### src/rtl/arm_pkg.sv
// -----------------------------------------------------------------------------
// arm_pkg
// Shared definitions for the arm program sequencer: FSM state encoding,
// program-table entry layout and field widths, and the dwell tick divider
// default.
//
// Coordinate format: the a/b fields of an entry (x/y or xita1/xita2) are
// signed Q16.16 fixed point. 16 integer bits and 16 fractional bits in a
// 32-bit two's complement word. The sequencer never does arithmetic on them.
// It only routes them to the arm model.
// -----------------------------------------------------------------------------
package arm_pkg;

  localparam int MODE_W   = 1;
  localparam int CATCH_W  = 1;
  localparam int DWELL_W  = 16;
  localparam int COORD_W  = 32;   // Q16.16
  localparam int STEP_W   = 3;

  // One dwell tick is 1 ms with a 50 MHz clock.
  localparam int TICK_DIV_DEFAULT = 50_000;

  typedef enum logic [1:0] {
    ST_IDLE  = 2'd0,
    ST_LOAD  = 2'd1,
    ST_DWELL = 2'd2,
    ST_DONE  = 2'd3
  } state_t;

  // mode: 0 = Cartesian (a=x, b=y), 1 = joint angles (a=xita1, b=xita2).
  typedef struct packed {
    logic [MODE_W-1:0]  mode;
    logic [CATCH_W-1:0] ctch;
    logic [DWELL_W-1:0] dwell;
    logic [COORD_W-1:0] a;
    logic [COORD_W-1:0] b;
  } entry_t;

  // Prescaler width. Keeps at least one bit so TICK_DIV=1 still elaborates.
  function automatic int prescaler_width(input int div);
    return (div > 1) ? $clog2(div) : 1;
  endfunction

endpackage

### src/rtl/arm_tick_gen.sv
// -----------------------------------------------------------------------------
// arm_tick_gen
// Dwell prescaler. It counts 0..TICK_DIV-1 while enabled and then wraps.
// 'tick' is high during the cycle in which the count wraps.
//
// Ports:
//   clk, rst_n : clock, async active-low reset
//   clr        : synchronous clear of the prescaler (has priority over en)
//   en         : count enable
//   tick       : wrap indication (combinational from the count and en)
// -----------------------------------------------------------------------------
module arm_tick_gen
  import arm_pkg::*;
#(
  parameter int TICK_DIV = TICK_DIV_DEFAULT
) (
  input  logic clk,
  input  logic rst_n,
  input  logic clr,
  input  logic en,
  output logic tick
);

  localparam int PW = prescaler_width(TICK_DIV);
  localparam logic [PW-1:0] LAST = PW'(TICK_DIV - 1);

  logic [PW-1:0] presc;

  // NOTE: sequential state uses non-blocking assignments only, so every flop
  // samples pre-edge values regardless of block ordering.
  always_ff @(posedge clk or negedge rst_n) begin
    if (!rst_n) begin
      presc <= '0;
    end else if (clr) begin
      presc <= '0;
    end else if (en) begin
      presc <= (presc == LAST) ? '0 : presc + PW'(1);
    end
  end

  assign tick = en && (presc == LAST);

endmodule

### src/rtl/arm_seq_ctrl.sv
// -----------------------------------------------------------------------------
// arm_seq_ctrl
// Program sequencer for a two-link arm model. It steps through a table of
// targets. Each target is either a Cartesian (x,y) point or a joint-angle
// pair. The gripper state is applied with the target, and the sequencer then
// dwells for a programmable number of ticks.
//
// Ports:
//   clk, rst_n                 clock, async active-low reset
//   start, stop                run control (stop has priority)
//   loop, last_step            program wrap and final index (sampled live)
//   wr_en/wr_addr/wr_mode/wr_catch/wr_dwell/wr_a/wr_b
//                              table write port (ignored while busy)
//   x, y                       Cartesian target (Q16.16)
//   set_xita1, set_xita2       joint-angle target (Q16.16)
//   en1, en2                   Cartesian / angle mode enables
//   catch                      gripper command
//   busy, done, step           run status, completion pulse, active index
// -----------------------------------------------------------------------------
module arm_seq_ctrl
  import arm_pkg::*;
#(
  parameter int NSTEP    = 8,
  parameter int TICK_DIV = TICK_DIV_DEFAULT
) (
  input  logic                clk,
  input  logic                rst_n,
  input  logic                start,
  input  logic                stop,
  input  logic                loop,
  input  logic [STEP_W-1:0]   last_step,
  input  logic                wr_en,
  input  logic [STEP_W-1:0]   wr_addr,
  input  logic                wr_mode,
  input  logic                wr_catch,
  input  logic [DWELL_W-1:0]  wr_dwell,
  input  logic [COORD_W-1:0]  wr_a,
  input  logic [COORD_W-1:0]  wr_b,
  output logic [COORD_W-1:0]  x,
  output logic [COORD_W-1:0]  y,
  output logic [COORD_W-1:0]  set_xita1,
  output logic [COORD_W-1:0]  set_xita2,
  output logic                en1,
  output logic                en2,
  output logic                catch,
  output logic                busy,
  output logic                done,
  output logic [STEP_W-1:0]   step
);

  state_t state, next_state;

  entry_t             table_q [NSTEP];
  entry_t             cur;
  logic [DWELL_W-1:0] tick_cnt;
  logic               tick;
  logic               dwell_exit;
  logic               step_advance;
  logic               step_wrap;

  // ---------------------------------------------------------------------------
  // Program table. Writes are accepted only while idle. Because the table is
  // first read in LOAD, a write in the same cycle as start reaches step 0.
  // ---------------------------------------------------------------------------
  // NOTE: the table is a small flop array and is reset explicitly, so that
  // after reset it is defined as all zeros. A RAM macro would not allow this.
  always_ff @(posedge clk or negedge rst_n) begin
    if (!rst_n) begin
      for (int i = 0; i < NSTEP; i++) table_q[i] <= '0;
    end else if (wr_en && !busy) begin
      table_q[wr_addr] <= '{mode: wr_mode, ctch: wr_catch, dwell: wr_dwell,
                            a: wr_a, b: wr_b};
    end
  end

  assign cur = table_q[step];

  // ---------------------------------------------------------------------------
  // Dwell timing
  // ---------------------------------------------------------------------------
  arm_tick_gen #(.TICK_DIV(TICK_DIV)) u_tick_gen (
    .clk   (clk),
    .rst_n (rst_n),
    .clr   (state == ST_LOAD),
    .en    (state == ST_DWELL),
    .tick  (tick)
  );

  // The exit test comes before the increment. A dwell of N therefore spans
  // N*TICK_DIV+1 cycles, and a dwell of 0 spans exactly one cycle.
  assign dwell_exit   = (state == ST_DWELL) && (tick_cnt == cur.dwell);
  assign step_advance = step < last_step;
  assign step_wrap    = (step == last_step) && loop;

  // ---------------------------------------------------------------------------
  // FSM
  // ---------------------------------------------------------------------------
  always_ff @(posedge clk or negedge rst_n) begin
    if (!rst_n) state <= ST_IDLE;
    else        state <= next_state;
  end

  // NOTE: next_state gets its default before the case statement, so no path
  // leaves it unassigned and no latch is inferred.
  always_comb begin
    next_state = state;
    if (stop) begin
      next_state = ST_IDLE;
    end else begin
      unique case (state)
        ST_IDLE:  if (start) next_state = ST_LOAD;
        ST_LOAD:  next_state = ST_DWELL;
        ST_DWELL: if (dwell_exit)
                    next_state = (step_advance || step_wrap) ? ST_LOAD : ST_DONE;
        ST_DONE:  next_state = ST_IDLE;
        default:  next_state = ST_IDLE;
      endcase
    end
  end

  // ---------------------------------------------------------------------------
  // Registered outputs and step/tick bookkeeping. Targets and catch are never
  // cleared by stop or DONE. The arm keeps its last commanded pose.
  // ---------------------------------------------------------------------------
  always_ff @(posedge clk or negedge rst_n) begin
    if (!rst_n) begin
      x         <= '0;
      y         <= '0;
      set_xita1 <= '0;
      set_xita2 <= '0;
      en1       <= 1'b0;
      en2       <= 1'b0;
      catch     <= 1'b0;
      busy      <= 1'b0;
      done      <= 1'b0;
      step      <= '0;
      tick_cnt  <= '0;
    end else begin
      done <= 1'b0;
      if (stop) begin
        en1  <= 1'b0;
        en2  <= 1'b0;
        busy <= 1'b0;
      end else begin
        unique case (state)
          ST_IDLE: begin
            if (start) begin
              busy <= 1'b1;
              step <= '0;
            end
          end
          ST_LOAD: begin
            if (cur.mode == 1'b0) begin
              x   <= cur.a;
              y   <= cur.b;
              en1 <= 1'b1;
              en2 <= 1'b0;
            end else begin
              set_xita1 <= cur.a;
              set_xita2 <= cur.b;
              en1       <= 1'b0;
              en2       <= 1'b1;
            end
            catch    <= cur.ctch;
            tick_cnt <= '0;
          end
          ST_DWELL: begin
            if (dwell_exit) begin
              if (step_advance) begin
                step <= step + STEP_W'(1);
              end else if (step_wrap) begin
                step <= '0;
              end else begin
                busy <= 1'b0;
                done <= 1'b1;
              end
            end else if (tick) begin
              tick_cnt <= tick_cnt + DWELL_W'(1);
            end
          end
          default: ;
        endcase
      end
    end
  end

endmodule
### config.mk
export PLATFORM = sky130hd
export DESIGN_NAME = arm_seq_ctrl
export DESIGN_NICKNAME = d
export VERILOG_FILES = /design/src/rtl/arm_pkg.sv /design/src/rtl/arm_tick_gen.sv /design/src/rtl/arm_seq_ctrl.sv
export SDC_FILE = /design/constraint.sdc
export NUM_CORES = 1
export LEC_CHECK = 0
export BUFFER_PORTS_ARGS = -buffer_cell sky130_fd_sc_hd__buf_2
export CAP_MARGIN = 5
export CORE_MARGIN = 5
export CORE_UTILIZATION = 55
export CTS_CLUSTER_DIAMETER = 40
export DETAILED_ROUTE_END_ITERATION = 12
export GPL_TIMING_DRIVEN = 0
export PLACE_DENSITY = 0.73
export SYNTH_ARGS = -nofsm -noshare
export SYNTH_HDL_FRONTEND = slang
export SYNTH_SLANG_ARGS = --single-unit
### constraint.sdc
create_clock -name clk -period 4.6 [get_ports clk]
set_input_delay 0.92 -clock clk [delete_from_list [all_inputs] [get_ports clk]]
set_output_delay 0.92 -clock clk [all_outputs]
set_load 0.05 [all_outputs]
==> results.ini, run 1 <==
[critical_path]
path_buf_inv=4
cp_top_family=buffers and inverters
critical_path_class=flop to flop
worst_setup_path_start_kind=flop
critPathArrivalTime_ns=4.72
cp_slowest_cell=buf_1
endpoint_kind=flop
cpPeakStageDelay_ns=0.67
path_max_fanout=10
crit_chain=buf_1 > buf_2 > mux2i_1 > xor2_1 > nand4_1 > or4_1 > o211ai_4 > buf_6 > buf_6 > mux2i_1 > nor2_1
cp.required_ns=5.11

[placement]
place_area_sq_um=38600
place_congestion=0.816
dpl.hpwl_mm=57.6
portBuffers=229

[finish]
fin_area_sq_um=42700
drive_gt1_share_pct=54.5
fin_util_pct=65.2
fill_cells=4524
fin_nets=2718
area_growth_pct=17.9

[clock_tree]
cts.clk_slew.worst_paths_ns=0.06
htreeDepth=3
cts_resized=0
cts.path.max_buffers=3
cts_num_sinks=826
numCtsBuffers=113
cts_root_buffer=clkbuf_16
clk_latency_ns=0.66
cts_setup_buffers=0
cts_tree=built
hold_buffers=0

[die]
rows=94
coreArea_sq_um=65500
die_w_um=267
die_area_sq_um=71100
die_h_um=267
io_pins=230
start_util_pct=55.3

[sta]
finalSetupViolCount=0
fmax_ghz=0.238
rsz0062_at_grt=no
hold_viol=0
slew_violations=0
clock_skew_ns=0.0164
slew_headroom_pct=19.4
worst_slew_pin_slew_ns=1.21
period_needed_ns=4.21
fin_crit_sh_pct=91.4
setup-tns-final_ns=0

[global_route]
overflow=0
antenna_found_initial=17
grt_pass1_vias=23327
grtUsageTotal_pct=24.8
grt_max_degree=133
grt_pass1_wl_mm=137

[logic_synthesis]
synthFlopType=dfrtp_1
ys_seq_area_share_pct=57.1
synth-seq-cells=826
postSynthAreaPerCell_sq_um=16.0
synth_warnings=0
synth_nets=2367
syn_inst=2263
synthArstFlopShare_pct=100
synth.distinct_cells=51
syn_area_sq_um=36200
synth_edf_count=0

[power_and_ir_drop]
power_density_nw_per_um2=628
ir_drop_mv=0.534
leakagePower_nw=18.3

[drt]
dr.pass1.iters=6
drc=0
ant_nets=0
routed_wl_mm=87.5
via_per_inst=5.93
post_drt_wl_per_cell_um=24.4
first_iter_violations=1148
num_vias=21251

[job]
max_cap_viol_count=0

[min_path]
hold_path.class=primary input to async pin

[outcome]
outcome=finished, final reports clean

## layer usage
metal / wire (um) / track usage, % / share of wire, %
met2: 44100 / 41.1 / 50
met4: 2490 / 8.49 / 2.8
met1: 36800 / 33.4 / 42
met5: 72 / 0 / 0.082
met3: 4000 / 4.73 / 4.6
## path summary, 6_finish.rpt
| path | start | end | slack [ns] | depth (start not counted) |
|---|---|---|---|---|
| worst max register to register | step[2]$_DFFE_PN0P_ | tick_cnt[1]$_DFFE_PN0P_ | 0.39 | 11 |
| worst min register to register | table_q[460]$_DFFE_PN0P_ | table_q[460]$_DFFE_PN0P_ | 0.50 | 1 |
| worst min-delay path | rst_n | y[10]$_DFFE_PN0P_ | 0.28 | 1 |
| worst max-delay path | step[2]$_DFFE_PN0P_ | tick_cnt[1]$_DFFE_PN0P_ | 0.39 | 11 |
| min in group clk | table_q[460]$_DFFE_PN0P_ | table_q[460]$_DFFE_PN0P_ | 0.50 | 1 |
| max in group asynchronous | rst_n | table_q[618]$_DFFE_PN0P_ | 2.10 | 4 |
## layout by cell type, fill, tap and decap left out, types with 7 or more instances in the layout
| cell | synthesis | layout |
|---|---|---|
| buf_1 | 14 | 14 |
| clkinv_4 | 0 | 13 |
| xor2_1 | 19 | 19 |
| nand2_1 | 27 | 27 |
| clkinvlp_4 | 0 | 20 |
| nand3_1 | 18 | 18 |
| nand4_1 | 8 | 8 |
| o22ai_1 | 8 | 8 |
| o21ai_0 | 17 | 17 |
| diode_2 | 0 | 10 |
| a21oi_1 | 9 | 9 |
| or3_1 | 15 | 15 |
| mux4_2 | 148 | 148 |
| bufinv_16 | 0 | 15 |
| mux2i_1 | 30 | 30 |
| and3_1 | 12 | 12 |
| clkbuf_8 | 0 | 13 |
| buf_2 | 8 | 236 |
| ha_1 | 10 | 10 |
| clkinv_2 | 0 | 12 |
| inv_6 | 0 | 15 |
| nor2_1 | 30 | 28 |
| mux2_2 | 864 | 864 |
| inv_1 | 11 | 11 |
| clkbuf_16 | 0 | 114 |
| clkbuf_1 | 108 | 111 |
| nor2b_1 | 7 | 7 |
| dfrtp_1 | 826 | 826 |
## area by class of cell
type	instances	area (sq um)	share of cell area, %
Timing Repair Buffer	236	1340	3.13
Buffer	138	582	1.36
Multi-Input combinational cell	1288	14900	34.9
Antenna cell	10	25.0	0.0586
Sequential cell	826	20700	48.4
Clock inverter	82	1000	2.34
Inverter	11	41.3	0.0967
Clock buffer	131	3050	7.13
Tap cell	864	1080	2.53
## worst register-to-register path: cells and delay by family, from the launching register on
family                 cells  cell delay, ns
flip-flops                 1            0.55
multiplexers               2            0.63
XOR/XNOR                   1            0.24
buffers and inverters      4            1.61
AO/OA/AOI/OAI              1            0.35
AND/OR/NAND/NOR            3            0.69
## sequential cells by signal, summed over array words and instances (netlist names)
signal,flops
en2,1
en1,1
catch,1
u_tick_gen.presc,16
y,32
table_q,656
x,32
step,3
done,1
set_xita2,32
set_xita1,32
busy,1
tick_cnt,16
state,2
## report_power, final
group	switching (mW)	internal [mW]
registers	1.22	9.67
logic	3.78	3.06
clock network	3.42	5.66
total	8.42	18.4
## synthesized netlist by cell type (all sizes together), types with 2 or more instances
master,n,area [sq um]
nor2,30,113
nand2b,6,37.5
dfrtp,826,20700
and2,2,12.5
nor2b,7,43.8
a211oi,3,22.5
a221oi,2,17.5
nand4,8,50.1
nand2,27,101
a21oi,9,45.0
mux2i,30,300
and3,12,75.1
o22ai,8,50.1
nor3b,4,30.0
nand3b,4,30.0
ha,10,125
mux4,148,3330
or4,6,48.8
mux2,865,9740
buf,30,175
nor3,3,15.0
a22o,6,52.6
o211ai,5,51.3
inv,11,41.3
clkbuf,108,405
xnor2,4,35.0
o21ai,22,110
xor2,19,166
and4,2,17.5
nand3,18,90.1
or3,15,93.8
## stage by stage
step	setup WS (ns)	std cells	power [mW]	hold WS (ns)
floorplan	1.24	2263	15.9	0.458
global placement	-13.69	3356	17.4	0.481
detailed placement	0.381	3363	17.8	0.487
CTS	0.349	3576	27.0	0.289
global route	0.207	3582	28.0	0.318
finish	0.394	3586	26.8	0.281
## kinds of logic after synthesis
kind of cell,Yosys count,synth area share (%)
simple gates,149,2.21
flops,826,57.1
xor+xnor,23,0.556
fa+ha+maj,10,0.346
buf+inv,149,1.72
compound gates,63,1.14
mux,1043,36.9
(Power assumes the default switching activity.)
==> run 2, diff against run 1 <==
--- a/config.mk
+++ b/config.mk
@@ -5,6 +5,7 @@
 export SDC_FILE = /design/constraint.sdc
 export NUM_CORES = 1
 export LEC_CHECK = 0
+export ABC_AREA = 1
 export BUFFER_PORTS_ARGS = -buffer_cell sky130_fd_sc_hd__buf_2
 export CAP_MARGIN = 5
 export CORE_MARGIN = 5
@@ -12,7 +13,7 @@
 export CTS_CLUSTER_DIAMETER = 40
 export DETAILED_ROUTE_END_ITERATION = 12
 export GPL_TIMING_DRIVEN = 0
-export PLACE_DENSITY = 0.73
+export PLACE_DENSITY_LB_ADDON = 0.2
 export SYNTH_ARGS = -nofsm -noshare
 export SYNTH_HDL_FRONTEND = slang
 export SYNTH_SLANG_ARGS = --single-unit
==> run 2 against run 1 <==
  * Cell count increased by 63%
  * First-iteration DRC count increased to 3.5 times the previous value
  * Via count increased by 59%
  * Non-clock buffer count increased by 166
  * Clock power increased by 5.5%
  * Setup slack improved by 0.45 ns
  * Wire length increased by 42%
  * Synthesized cell count increased by 100%
  * Sequential share of layout area decreased by 0.89 points
  * Critical path depth decreased by 1
  * Largest power group unchanged
==> results.ini, run 2 <==
[die]
coreArea_sq_um=66100  ; was 65500 sq um
die_h_um=269  ; was 267 um
die_area_sq_um=72200  ; was 71100 sq um
die_w_um=269  ; was 267 um
io_pins=230  ; unchanged
start_util_pct=55.7  ; was 55.3%
rows=94  ; unchanged

[logic_synthesis]
synth_edf_count=0  ; unchanged
postSynthAreaPerCell_sq_um=8.14  ; was 16.0 sq um
synth-seq-cells=826  ; unchanged
synth_area_leaders=dfrtp_1, nand2_1, o21ai_0  ; was dfrtp_1, mux2_2, mux4_2
ys_seq_area_share_pct=56.1  ; was 57.1%
synth.distinct_cells=38  ; was 51
yosys.area.top_type=dfrtp_1  ; unchanged
synthTopCellsByCount=nand2_1, o21ai_0, dfrtp_1, inv_1, nor2_1  ; was mux2_2, dfrtp_1, mux4_2, clkbuf_1
synthDominantCellAreaShare_pct=56.1  ; was 57.1%
synthArstFlopShare_pct=100  ; unchanged
synthFlopType=dfrtp_1  ; unchanged
syn_area_sq_um=36800  ; was 36200 sq um
synth_warnings=0  ; unchanged
synth_nets=4627  ; was 2367
yosysMostFrequentCell=nand2_1  ; was mux2_2
syn_inst=4523  ; was 2263

[clock_tree]
hold_buffers=0  ; unchanged
numCtsBuffers=118  ; was 113
cts.path.max_buffers=3  ; unchanged
cts_root_buffer=clkbuf_16  ; unchanged
cts.clk_slew.worst_paths_ns=0.05  ; was 0.06 ns
cts_resized=0  ; unchanged
cts_tree=built  ; unchanged
cts_num_sinks=826  ; unchanged
htreeDepth=3  ; unchanged
clk_latency_ns=0.69  ; was 0.66 ns
cts_setup_buffers=0  ; unchanged

[global_route]
grt_pass1_vias=33168  ; was 23327
grtUsageTotal_pct=34.0  ; was 24.8%
antenna_found_initial=13  ; was 17
grt_max_degree=125  ; was 133
grt_pass1_wl_mm=191  ; was 137 mm
overflow=0  ; unchanged

[critical_path]
crit_cells=10  ; was 11
path_max_fanout=10  ; unchanged
crit_chain=buf_4 > buf_4 > buf_4 > buf_2 > buf_4 > clkbuf_1 > o211ai_1 > a31oi_1 > nand2_1 > nand2_1  ; was buf_1 > buf_2 > mux2i_1 > xor2_1 > nand4_1 > or4_1 > o211ai_4 > buf_6 > buf_6 > mux2i_1 > nor2_1
r2r_start=step[1]$_DFFE_PN0P_  ; was step[2]$_DFFE_PN0P_
r2r_slack_ns=0.84  ; was 0.39 ns
r2r_end=x[26]$_DFFE_PN0P_  ; was tick_cnt[1]$_DFFE_PN0P_
cp_slowest_cell=clkbuf_1  ; was buf_1
worst_r2r_path_depth=10  ; was 11
critPathArrivalTime_ns=4.38  ; was 4.72 ns
endpoint_kind=flop  ; unchanged
critical_path_class=flop to flop  ; unchanged
cp.required_ns=5.22  ; was 5.11 ns
cpPeakStageDelay_ns=0.71  ; was 0.67 ns
crit_path_frequent_cell=buf_4
worst_setup_path_start_kind=flop  ; unchanged
cp_top_family=buffers and inverters  ; unchanged
path_buf_inv=6  ; was 4

[finish]
fin_nets=4983  ; was 2718
fill_cells=5584  ; was 4524
drive_gt1_share_pct=10.5  ; was 54.5%
fin_area_sq_um=43500  ; was 42700 sq um
largest_reg_flops=656  ; unchanged
layout_commonest_cell=nand2_1  ; was mux2_2
stdcell_count=5854  ; was 3586
mostFrequentLayoutCells=nand2_1, o21ai_0, dfrtp_1  ; was mux2_2, dfrtp_1, buf_2
regMostFlops=table_q  ; unchanged
area_growth_pct=18.2  ; was 17.9%

[sta]
fin_crit_sh_pct=81.7  ; was 91.4%
clock_skew_ns=0.0270  ; was 0.0164 ns
slew_violations=0  ; unchanged
whs_ns=0.182  ; was 0.281 ns
rsz0062_at_grt=no  ; unchanged
finalSetupViolCount=0  ; unchanged
setup-tns-final_ns=0  ; unchanged
hold_viol=0  ; unchanged
worst_slew_pin_slew_ns=1.26  ; was 1.21 ns
period_needed_ns=3.76  ; was 4.21 ns
fmax_ghz=0.266  ; was 0.238 GHz
slew_headroom_pct=16.2  ; was 19.4%

[placement]
portBuffers=229  ; unchanged
place_area_sq_um=39200  ; was 38600 sq um
placed_cells=5623  ; was 3363
dpl.hpwl_mm=84.0  ; was 57.6 mm
place_congestion=0.945  ; was 0.816

[power_and_ir_drop]
ir_drop_mv=0.474  ; was 0.534 mV
leakagePower_nw=21.3  ; was 18.3 nW
power_density_nw_per_um2=744  ; was 628 nW/um^2

[outcome]
outcome=finished, final reports clean  ; unchanged

[drt]
via_per_inst=5.79  ; was 5.93
drc=0  ; unchanged
post_drt_wl_per_cell_um=21.1  ; was 24.4 um
first_iter_violations=4033  ; was 1148
routed_wl_mm=124  ; was 87.5 mm
num_vias=33882  ; was 21251
ant_nets=0  ; unchanged
dr.pass1.iters=8  ; was 6

[min_path]
hold_path.class=primary input to async pin  ; unchanged

[job]
max_cap_viol_count=0  ; unchanged

[run 2: cell types whose count changed after synthesis, moves of 60 or more]
cell and change:
mux4_2 -148, mux2_2 -864, nand3_1 +118, a31oi_1 +63, nor2_1 +253, inv_1 +323
nand2_1 +1399, a21oi_1 +82, o21ai_0 +902, clkbuf_1 +117, o211ai_1 +60
[run 2: layout make-up]
type | instances | area (sq um) | area share, %
diodes | 12 | 30.0 | 0.0690
clock buffers | 140 | 3200 | 7.35
inverters | 338 | 1270 | 2.92
well taps | 864 | 1080 | 2.49
plain buffers | 304 | 1270 | 2.92
flip-flops and latches | 826 | 20700 | 47.5
clock inverters | 79 | 1030 | 2.36
repair buffers | 236 | 1350 | 3.10
multi-input cells | 3055 | 13600 | 31.3
[run 2: worst reg2reg max path, cell delays in order, from the launching register on]
cell	delay, ns
dfrtp_1	0.45
buf_4	0.27
buf_4	0.27
buf_4	0.30
buf_2	0.45
buf_4	0.36
clkbuf_1	0.71
o211ai_1	0.21
a31oi_1	0.47
nand2_1	0.14
nand2_1	0.09
[run 2: how the worst max path moves through the flow]
stage,startpoint,endpoint
2_1_floorplan,step[0]$_DFFE_PN0P_,busy$_DFFE_PN0P_
3_3_place_gp,rst_n,table_q[446]$_DFFE_PN0P_
3_5_place_dp,step[1]$_DFFE_PN0P_,x[24]$_DFFE_PN0P_
4_1_cts,step[1]$_DFFE_PN0P_,x[26]$_DFFE_PN0P_
5_1_grt,step[1]$_DFFE_PN0P_,x[26]$_DFFE_PN0P_
6_report,step[1]$_DFFE_PN0P_,x[26]$_DFFE_PN0P_
[run 2: through the flow]
stage	power (mW)	setup WS, ns	util (%)
after floorplan	19.0	1.95	-
after global placement	22.2	-15.24	59.1
after detailed placement	22.5	1.01	59.4
after CTS	32.2	0.994	65.8
after global routing	34.1	0.822	65.8
final	32.4	0.841	65.8
[run 2: per-layer routing]
layer  vias up  global-route usage (%)  wire [um]
li1      15373                       -          -
met1     16323                    45.4      48900
met2      1800                    51.7      54700
met3       386                    8.81      13200
met4         0                    18.0       7050
met5         -                       0          0
[run 2: cells by family after synthesis]
family	synth area share (%)
xor+xnor	0.285
fa+ha+maj	0.340
simple gates	20.0
compound gates	16.3
buf+inv	6.89
flops	56.1
[run 2: report_power, final]
| group | switching [mW] | internal, mW |
|---|---|---|
| combinational | 7.79 | 3.04 |
| clock | 3.61 | 5.98 |
| sequential | 1.55 | 10.4 |
